<file path="config.mk">
export PLATFORM = sky130hd
export DESIGN_NAME = axis_frame_arbiter
export DESIGN_NICKNAME = d
export VERILOG_FILES = /design/src/rtl/axis_frame_arbiter.sv
export SDC_FILE = /design/constraint.sdc
export NUM_CORES = 1
export LEC_CHECK = 0
export CORE_MARGIN = 2
export CORE_UTILIZATION = 41
export DETAILED_ROUTE_END_ITERATION = 7
export GPL_TIMING_DRIVEN = 0
export PLACE_DENSITY = 0.79
export RECOVER_POWER = 50
export SLEW_MARGIN = 20
export SYNTH_ARGS = -nofsm -noshare
export SYNTH_HDL_FRONTEND = slang
export SYNTH_SLANG_ARGS = --single-unit
</file>
<file path="constraint.sdc">
create_clock -name clk -period 5.7 [get_ports clk]
set_input_delay 0.57 -clock clk [delete_from_list [all_inputs] [get_ports clk]]
set_output_delay 0.57 -clock clk [all_outputs]
set_load 0.02 [all_outputs]
</file>
<file path="src/rtl/axis_frame_arbiter.sv">
// axis_frame_arbiter
//   Round-robin arbiter that shares one narrow FWFT-style stream (tnext/tvalid/
//   tfirst) between K sources. Grants move only at frame boundaries or after
//   an idle timeout. The first beat of every grant is forced to tfirst=1 so a
//   downstream width converter never packs two sources into one wide word.
//
// Ports
//   clk, rst        : single clock, synchronous active-high reset
//   s_axis_tvalid   : [K]   source k has a head beat
//   s_axis_tdata    : [K*N] source k data at [k*N +: N]
//   s_axis_tfirst   : [K]   source k head beat starts a frame
//   s_axis_tnext    : [K]   pop strobe back to source k (one-hot or zero)
//   m_axis_tvalid   : beat offered to the converter
//   m_axis_tdata    : [N] beat data (0 when not valid)
//   m_axis_tfirst   : frame start / forced first beat of a grant
//   m_axis_tnext    : converter pop strobe
//   grant_idx       : [$clog2(K)] current or last granted source
//   grant_active    : high while a grant is held
//   timeout_count   : [16] saturating count of idle-timeout releases
module axis_frame_arbiter #(
   parameter int K            = 4,
   parameter int N            = 4,
   parameter int IDLE_TIMEOUT = 16
) (
   input  logic                 clk,
   input  logic                 rst,
   input  logic [K-1:0]         s_axis_tvalid,
   input  logic [K*N-1:0]       s_axis_tdata,
   input  logic [K-1:0]         s_axis_tfirst,
   output logic [K-1:0]         s_axis_tnext,
   output logic                 m_axis_tvalid,
   output logic [N-1:0]         m_axis_tdata,
   output logic                 m_axis_tfirst,
   input  logic                 m_axis_tnext,
   output logic [$clog2(K)-1:0] grant_idx,
   output logic                 grant_active,
   output logic [15:0]          timeout_count
);

   localparam int              W_K      = $clog2(K);
   localparam int              W_IC     = $clog2(IDLE_TIMEOUT + 1);
   localparam logic [W_IC-1:0] IC_LAST  = W_IC'(IDLE_TIMEOUT - 1);
   localparam logic [W_K-1:0]  IDX_LAST = W_K'(K - 1);

   typedef enum logic {S_IDLE, S_GRANT} state_t;

   state_t          r_state;
   state_t          w_state_nxt;
   logic [W_K-1:0]  r_grant_idx;
   logic [W_K-1:0]  r_last_idx;
   logic            r_beats;
   logic            r_first_pend;
   logic [W_IC-1:0] r_idle_cnt;
   logic [15:0]     r_timeout_count;

   logic            w_g_valid;
   logic            w_g_first;
   logic [N-1:0]    w_g_data;
   logic            w_release_hit;
   logic            w_timeout;
   logic            w_xfer;
   logic            w_hit;
   logic [W_K-1:0]  w_hit_idx;
   logic [W_K:0]    w_sum;

   // Head beat of the granted source.
   always_comb begin
      w_g_valid = 1'b0;
      w_g_first = 1'b0;
      w_g_data  = '0;
      for (int unsigned k = 0; k < K; k++) begin
         if (r_grant_idx == W_K'(k)) begin
            w_g_valid = s_axis_tvalid[k];
            w_g_first = s_axis_tfirst[k];
            w_g_data  = s_axis_tdata[k*N +: N];
         end
      end
   end

   // Round-robin search starting one past the last winner. last_idx < K and
   // the offset is <= K, so one conditional subtraction is a full modulo.
   always_comb begin
      w_hit     = 1'b0;
      w_hit_idx = '0;
      w_sum     = '0;
      for (int unsigned i = 1; i <= K; i++) begin
         w_sum = {1'b0, r_last_idx} + (W_K+1)'(i);
         if (w_sum >= (W_K+1)'(K))
            w_sum = w_sum - (W_K+1)'(K);
         if (!w_hit && s_axis_tvalid[w_sum[W_K-1:0]]) begin
            w_hit     = 1'b1;
            w_hit_idx = w_sum[W_K-1:0];
         end
      end
   end

   // Next state and the combinational forwarding path.
   always_comb begin
      w_state_nxt   = r_state;
      m_axis_tvalid = 1'b0;
      m_axis_tdata  = '0;
      m_axis_tfirst = 1'b0;
      s_axis_tnext  = '0;
      w_release_hit = 1'b0;
      w_timeout     = 1'b0;
      case (r_state)
         S_IDLE: begin
            if (w_hit)
               w_state_nxt = S_GRANT;
         end
         S_GRANT: begin
            // A new frame after at least one forwarded beat ends the grant;
            // that beat stays in its source to open a later grant.
            w_release_hit = w_g_valid & w_g_first & r_beats;
            w_timeout     = ~w_g_valid & (r_idle_cnt == IC_LAST);
            // Gated by rst so nothing is popped in the reset cycle.
            m_axis_tvalid = w_g_valid & ~w_release_hit & ~rst;
            if (m_axis_tvalid) begin
               m_axis_tdata              = w_g_data;
               m_axis_tfirst             = w_g_first | r_first_pend;
               s_axis_tnext[r_grant_idx] = m_axis_tnext;
            end
            if (w_release_hit || w_timeout)
               w_state_nxt = S_IDLE;
         end
         default: w_state_nxt = S_IDLE;
      endcase
   end

   assign w_xfer = m_axis_tvalid & m_axis_tnext;

   always_ff @(posedge clk) begin
      if (rst)
         r_state <= S_IDLE;
      else
         r_state <= w_state_nxt;
   end

   always_ff @(posedge clk) begin
      if (rst) begin
         r_grant_idx     <= '0;
         r_last_idx      <= IDX_LAST;
         r_beats         <= 1'b0;
         r_first_pend    <= 1'b0;
         r_idle_cnt      <= '0;
         r_timeout_count <= '0;
      end else if (r_state == S_IDLE) begin
         if (w_hit) begin
            r_grant_idx  <= w_hit_idx;
            r_last_idx   <= w_hit_idx;
            r_first_pend <= 1'b1;
            r_beats      <= 1'b0;
            r_idle_cnt   <= '0;
         end
      end else begin
         if (w_xfer) begin
            r_beats      <= 1'b1;
            r_first_pend <= 1'b0;
         end
         if (w_g_valid)
            r_idle_cnt <= '0;
         else if (!w_timeout)
            r_idle_cnt <= r_idle_cnt + W_IC'(1);
         if (w_timeout && (r_timeout_count != 16'hFFFF))
            r_timeout_count <= r_timeout_count + 16'd1;
      end
   end

   assign grant_idx     = r_grant_idx;
   assign grant_active  = (r_state == S_GRANT);
   assign timeout_count = r_timeout_count;

endmodule

</file>
==> results.cfg, run 1 <==
[route]
wl_per_cell_um = 14.12
top_layer = met4
wl_met1_um = 2073
drt_iter0_drc = 114
wl_met3_um = 180
drtPass1Iterations = 4
met2_length_um = 2100
via_per_inst = 5.592
antenna_left = 0
vias = 1739
wirelength_um = 4392
drc_errors = 0

[critical_path]
cp-endpoint = s_axis_tnext[1]
start_kind = input pin
crit_buf_inv = 4
crit_path_end_kind = output pin
crit_family = buffers and inverters
path_common_cell = clkbuf_1
critPathRequiredTime_ns = 5.13
r2r_start = r_idle_cnt[0]$_SDFFE_PP0P_
rrSetupSlack_ns = 3.20
crit_cells = 7
path_class = in2out
slowest_stage = dlygate4sd3_1
r2r_cells = 8
r2r_end = timeout_count[14]$_SDFFE_PP0P_
worstPathArrival_ns = 3.29
slowest_delay_ns = 0.64
crit_fanout = 10
startpoint = s_axis_tvalid[3]
worstPathCellList = dlygate4sd3_1 > mux4_2 > clkbuf_1 > and3b_1 > clkbuf_1 > and4b_1 > clkdlybuf4s50_1

[global_routing]
grt_pass1_wl_um = 7838
grt_pass1_vias = 1615
grt_max_degree = 17
grt_overflow = 0
antenna_found_initial = 0
globalRouteTotalUtil = 0.1931

[layout]
drive_gt1_frac = 0.08429
final_nets = 292
fin_cells = 311
fill_cells = 361
area_growth_pct = 39.49
antennaDiodeCount = 0

[clock_tree]
clkTransAtPathRegs_ns = 0.09
ctsResizeCount = 0
htree_levels = 1
cts_root_buf = clkbuf_8
cts_tree = built
post_cts.repair.setup_buffers = 0
numCtsBuffers = 3
worstSkewPairLatency_ns = 0.28
cts.sinks = 28
clock_path_buffers = 2
cts_hold_buf = 0

[synth]
synth_top_family_by_area = simple AND/OR/NAND/NOR gates
synth_most_common_cell = dfxtp_1
synthXorXnorAreaFrac = 0
synth_ff_type = dfxtp_1
ys_top_cells_by_area = dfxtp_1, mux4_2, nor2_1
synthArstFlopShare = 0
syn_area_per_cell_um2 = 8.579
synth_commonest_cells = dfxtp_1, nor2_1, nand2_1, a21oi_1, nor2b_1
yosysWarnings = 0
yosys.cell_types.count = 48
ys_ff_latch = 28
synth_fp_nets = 232
synth_top_area_share = 0.3235
yosys.area_share.simple = 0.3054
yosys.area.top_type = dfxtp_1
syn_inst = 202
synth_fa_ha_area_frac = 0.02166
synth_edf_count = 0
synthMuxAreaShare = 0.1473
synth_area_um2 = 1733
synth-compound-area-share = 0.1682
ys_seq_area_frac = 0.3235

[floorplan]
num_rows = 23
die_area_um2 = 4762
io_pins = 56
start_util = 0.4301
die_w_um = 69.01
fp.dieH_um = 69.01
fp.coreArea_um2 = 4029

[power]
ir_drop_mv = 0.1259
power_density_nw_per_um2 = 186.4
pwr-share-clk = 0.347
net-switching-power_mw = 0.1077
sw_frac_of_total = 0.2391
internal_power_mw = 0.3428
leakagePower_nw = 0.9102
seq_power_share = 0.470
p_comb_frac = 0.183

[worst_hold_path]
hp-class = reg2reg

[placement]
dpl.cell_count = 307
dp_hpwl_um = 3395
port_buffers = 55
gp_congestion = 0.8515

[timing]
maxSlewHeadroom = 0.4978
tightest_slew_ns = 0.7475
rsz0062_at_grt = no
fin_setup_tns_ns = 0
clock_skew_ns = 0.007367
slew_viol_final = 0
finalCritPeriodShare = 0.6774
hold_ws_ns = 0.4905
finalHoldViolCount = 0
fmax_ghz = 0.2590
setup_viol = 0
post-route-min-period_ns = 3.861

[run]
drv_cap = 0

[run_status]
status = finished clean
-- registers in the layout, summed over array words and instances, names as in the netlist --
signal         cells
grant_active       1
grant_idx          2
r_beats            1
r_first_pend       1
r_idle_cnt         5
r_last_idx         2
timeout_count     16
-- cells by family after synthesis --
group                      Yosys count
DFF                                 28
AOI/OAI and AO/OA                   42
adders and majority gates            3
muxes                               17
buffers and inverters               15
and+or+nand+nor                     97
-- routing by layer --
layer | GRT usage | vias up
met5 | 0 | -
met1 | 0.2739 | 813
met3 | 0.02924 | 4
met4 | 0.02832 | 0
li1 | - | 882
met2 | 0.3173 | 40
-- worst reg2reg max path: stages, from the launching register on --
cell and delay, ns:
dfxtp_1 0.38, ha_1 0.19, and3_1 0.17, ha_1 0.21, nand2_1 0.18, or4_1 0.52, buf_2 0.18, or4_1 0.47
a21oi_1 0.14
-- through the flow --
step | total power, mW | utilization | setup slack (ns) | instance area (um^2)
after floorplan | 0.2610 | - | 2.888 | 1733
after global routing | 0.4732 | 0.6000 | 1.706 | 2417
after global placement | 0.2979 | 0.5823 | 1.963 | 2346
after detailed placement | 0.3006 | 0.5823 | 1.911 | 2346
after CTS | 0.4555 | 0.6000 | 1.913 | 2417
final | 0.4506 | 0.6000 | 1.839 | 2417
-- how the worst min path moves through the flow --
| stage | start | endpoint | slack (ns) | cells after the start |
|---|---|---|---|---|
| after CTS | r_idle_cnt[2]$_SDFFE_PP0P_ | r_idle_cnt[2]$_SDFFE_PP0P_ | 0.50 | 1 |
| after detailed placement | r_idle_cnt[2]$_SDFFE_PP0P_ | r_idle_cnt[2]$_SDFFE_PP0P_ | 0.48 | 1 |
| after global routing | r_idle_cnt[2]$_SDFFE_PP0P_ | r_idle_cnt[2]$_SDFFE_PP0P_ | 0.53 | 1 |
| after global placement | r_idle_cnt[0]$_SDFFE_PP0P_ | r_idle_cnt[0]$_SDFFE_PP0P_ | 0.47 | 1 |
| final | r_idle_cnt[2]$_SDFFE_PP0P_ | r_idle_cnt[2]$_SDFFE_PP0P_ | 0.49 | 1 |
| after floorplan | r_idle_cnt[2]$_SDFFE_PP0P_ | r_idle_cnt[2]$_SDFFE_PP0P_ | 0.44 | 1 |
-- power by group through the flow --
stage	logic (mW)	registers [mW]	clock network (mW)
2_1_floorplan	0.0447	0.216	0
3_3_place_gp	0.0819	0.216	0
3_5_place_dp	0.0841	0.216	0
4_1_cts	0.0840	0.212	0.160
5_1_grt	0.0909	0.213	0.169
6_report	0.0824	0.212	0.156
-- area by class of cell --
class,count,area [um^2],area share
Clock inverter,1,30.03,0.01242
Timing Repair Buffer,55,550.5,0.2277
Multi-Input combinational cell,159,1114,0.4607
Sequential cell,28,560.5,0.2319
Inverter,6,22.52,0.009317
Buffer,9,36.28,0.01501
Tap cell,50,62.56,0.02588
Clock buffer,3,41.29,0.01708
-- layout by cell type (no fill, tap or decap), types with 2 or more instances in the layout --
master	netlist	layout
nor2b_1	9	9
nand2_1	15	15
or4_1	7	7
inv_1	5	5
a211oi_1	5	5
clkbuf_8	0	3
nor3_1	7	7
clkbuf_1	7	7
nand3_1	5	5
clkdlybuf4s50_1	0	35
o21ai_0	4	4
and2_1	6	6
o41ai_1	2	2
mux4_2	6	6
nor2_1	22	22
a32o_1	2	2
mux2_2	7	7
mux2i_1	3	3
nand4_1	2	2
ha_1	3	3
a21oi_1	12	12
and4b_1	2	2
dfxtp_1	28	28
nand2b_1	5	5
buf_2	2	2
and4_1	2	2
nor4_1	3	3
o31ai_1	3	3
or2_2	3	3
dlygate4sd3_1	0	20
and3_1	5	5
Power figures use the tool's default switching activity.
==> run 2, diff against run 1 <==
--- a/config.mk
+++ b/config.mk
@@ -9,7 +9,7 @@
 export CORE_UTILIZATION = 41
 export DETAILED_ROUTE_END_ITERATION = 7
 export GPL_TIMING_DRIVEN = 0
-export PLACE_DENSITY = 0.79
+export PLACE_DENSITY = 0.82
 export RECOVER_POWER = 50
 export SLEW_MARGIN = 20
 export SYNTH_ARGS = -nofsm -noshare
==> constraint.sdc (replaced) <==
create_clock -name clk -period 3.2 [get_ports clk]
set_input_delay 0.32 -clock clk [delete_from_list [all_inputs] [get_ports clk]]
set_output_delay 0.32 -clock clk [all_outputs]
set_load 0.02 [all_outputs]
==> results.cfg, run 2 (synthesized netlist as in run 1, its figures left out) <==
[run]
drv_cap = 0

[route]
via_per_inst = 5.648
drt_iter0_drc = 143
antenna_left = 0
vias = 1751
wirelength_um = 4446
drtPass1Iterations = 4
drc_errors = 0
wl_per_cell_um = 14.34

[layout]
drive_gt1_frac = 0.08846
layout_common_cells = clkdlybuf4s50_1, dfxtp_1, nor2_1
final_nets = 291
area_growth_pct = 38.70
final_area_um2 = 2404
antennaDiodeCount = 0
fill_cells = 369
largest_reg_flops = 16
mostFrequentLayoutCell = clkdlybuf4s50_1

[timing]
clock_skew_ns = 0.005858
maxSlewHeadroom = 0.4778
hold_ws_ns = 0.4861
tightest_slew_ns = 0.7773
finalCritPeriodShare = 0.9624
slew_viol_final = 0
setup_viol = 0
finalHoldViolCount = 0
fin_setup_tns_ns = 0
rsz0062_at_grt = no
fmax_ghz = 0.3247
post-route-min-period_ns = 3.080

[critical_path]
path_class = in2out
critPathRequiredTime_ns = 2.88
crit_family = buffers and inverters
worstPathCellList = dlygate4sd3_1 > mux4_2 > and3b_1 > clkbuf_2 > and3_1 > clkdlybuf4s50_1
worstPathArrival_ns = 2.76
crit_path_end_kind = output pin
slowest_stage = mux4_2
crit_fanout = 13
crit_buf_inv = 3
start_kind = input pin
slowest_delay_ns = 0.64

[power]
ir_drop_mv = 0.1871
net-switching-power_mw = 0.1896
power_density_nw_per_um2 = 309.1
leakagePower_nw = 0.9239
sw_frac_of_total = 0.2552
pwr-share-clk = 0.295
internal_power_mw = 0.5533
seq_power_share = 0.507
p_comb_frac = 0.198
fin_total_pwr_mw = 0.7430

[clock_tree]
cts_hold_buf = 0
clock_path_buffers = 2
post_cts.repair.setup_buffers = 0
cts_root_buf = clkbuf_8
worstSkewPairLatency_ns = 0.28
cts.sinks = 28
numCtsBuffers = 3
cts_tree = built
clkTransAtPathRegs_ns = 0.09
htree_levels = 1

[run_status]
status = finished clean

[global_routing]
grt_max_degree = 16
grt_overflow = 0
grt_pass1_vias = 1625
globalRouteTotalUtil = 0.1877
antenna_found_initial = 0
grt_pass1_wl_um = 7548

[placement]
dp_hpwl_um = 3421
gp_congestion = 0.8506
place_area_um2 = 2346
port_buffers = 55

[worst_hold_path]
hp-class = reg2reg

[floorplan]
fp.coreArea_um2 = 4029
start_util = 0.4301
io_pins = 56
die_area_um2 = 4762
num_rows = 23
fp.dieH_um = 69.01
die_w_um = 69.01
==> run 2: changes by cell type in the layout (fill, tap and decap cells not counted) <==
cell,change
buf_2,-1
clkbuf_4,+1
clkbuf_1,-2
clkbuf_2,+1
bufinv_16,-1
clkdlybuf4s50_1,-1
dlymetal6s2s_1,+1
clkbuf_8,+1
==> run 2: final cells by class <==
cell class,instances,area (um^2),area share
clock buffer,4,55.05,0.02290
timing repair buffer,55,553.0,0.2301
multi-input combinational,159,1114,0.4633
buffer,8,36.28,0.01510
sequential,28,560.5,0.2332
tap,50,62.56,0.02603
inverter,6,22.52,0.009370
==> run 2: timing repair <==
action	in CTS	in global routing
endpoints found under the setup margin	7	7
gates cloned	0	0
resized for setup	1	2
==> run 2: final timing paths <==
check	startpoint	slack (ns)	cells past startpoint	endpoint
min reg2reg	r_idle_cnt[2]$_SDFFE_PP0P_	0.49	1	r_idle_cnt[2]$_SDFFE_PP0P_
min	r_idle_cnt[2]$_SDFFE_PP0P_	0.49	1	r_idle_cnt[2]$_SDFFE_PP0P_
max	s_axis_tvalid[3]	0.12	6	s_axis_tnext[0]
max reg2reg	r_idle_cnt[0]$_SDFFE_PP0P_	0.70	8	timeout_count[14]$_SDFFE_PP0P_
==> run 2: routing by layer <==
layer / up-vias / global-route usage / routed length [um]
li1: 880 / - / -
met1: 830 / 0.2509 / 2058
met2: 35 / 0.3173 / 2204
met3: 6 / 0.03070 / 150
met4: 0 / 0.04357 / 31
met5: - / 0 / 0
==> run 2: metrics by stage <==
| stage | setup WS (ns) | std cells | utilization |
|---|---|---|---|
| floorplan | 0.6376 | 202 | - |
| global placement | -0.04583 | 307 | 0.5823 |
| detailed placement | -0.1118 | 307 | 0.5823 |
| CTS | 0.03896 | 311 | 0.5963 |
| global route | 0.02369 | 310 | 0.5966 |
| finish | 0.1203 | 310 | 0.5966 |
==> run 2: worst reg2reg max path, cell delays in order (launching register included) <==
cell and delay [ns]:
dfxtp_1 0.38, ha_1 0.19, and3_1 0.16, ha_1 0.20
nand2_1 0.17, or4_1 0.52, buf_2 0.18, or4_1 0.47
a21oi_1 0.14
==> run 2: power groups by stage <==
stage               clock, mW  sequential (mW)  combinational (mW)
finish                  0.219            0.377               0.147
detailed placement          0            0.385               0.150
CTS                     0.227            0.377               0.150
global placement            0            0.385               0.146
global route            0.241            0.380               0.163
floorplan                   0            0.385              0.0796
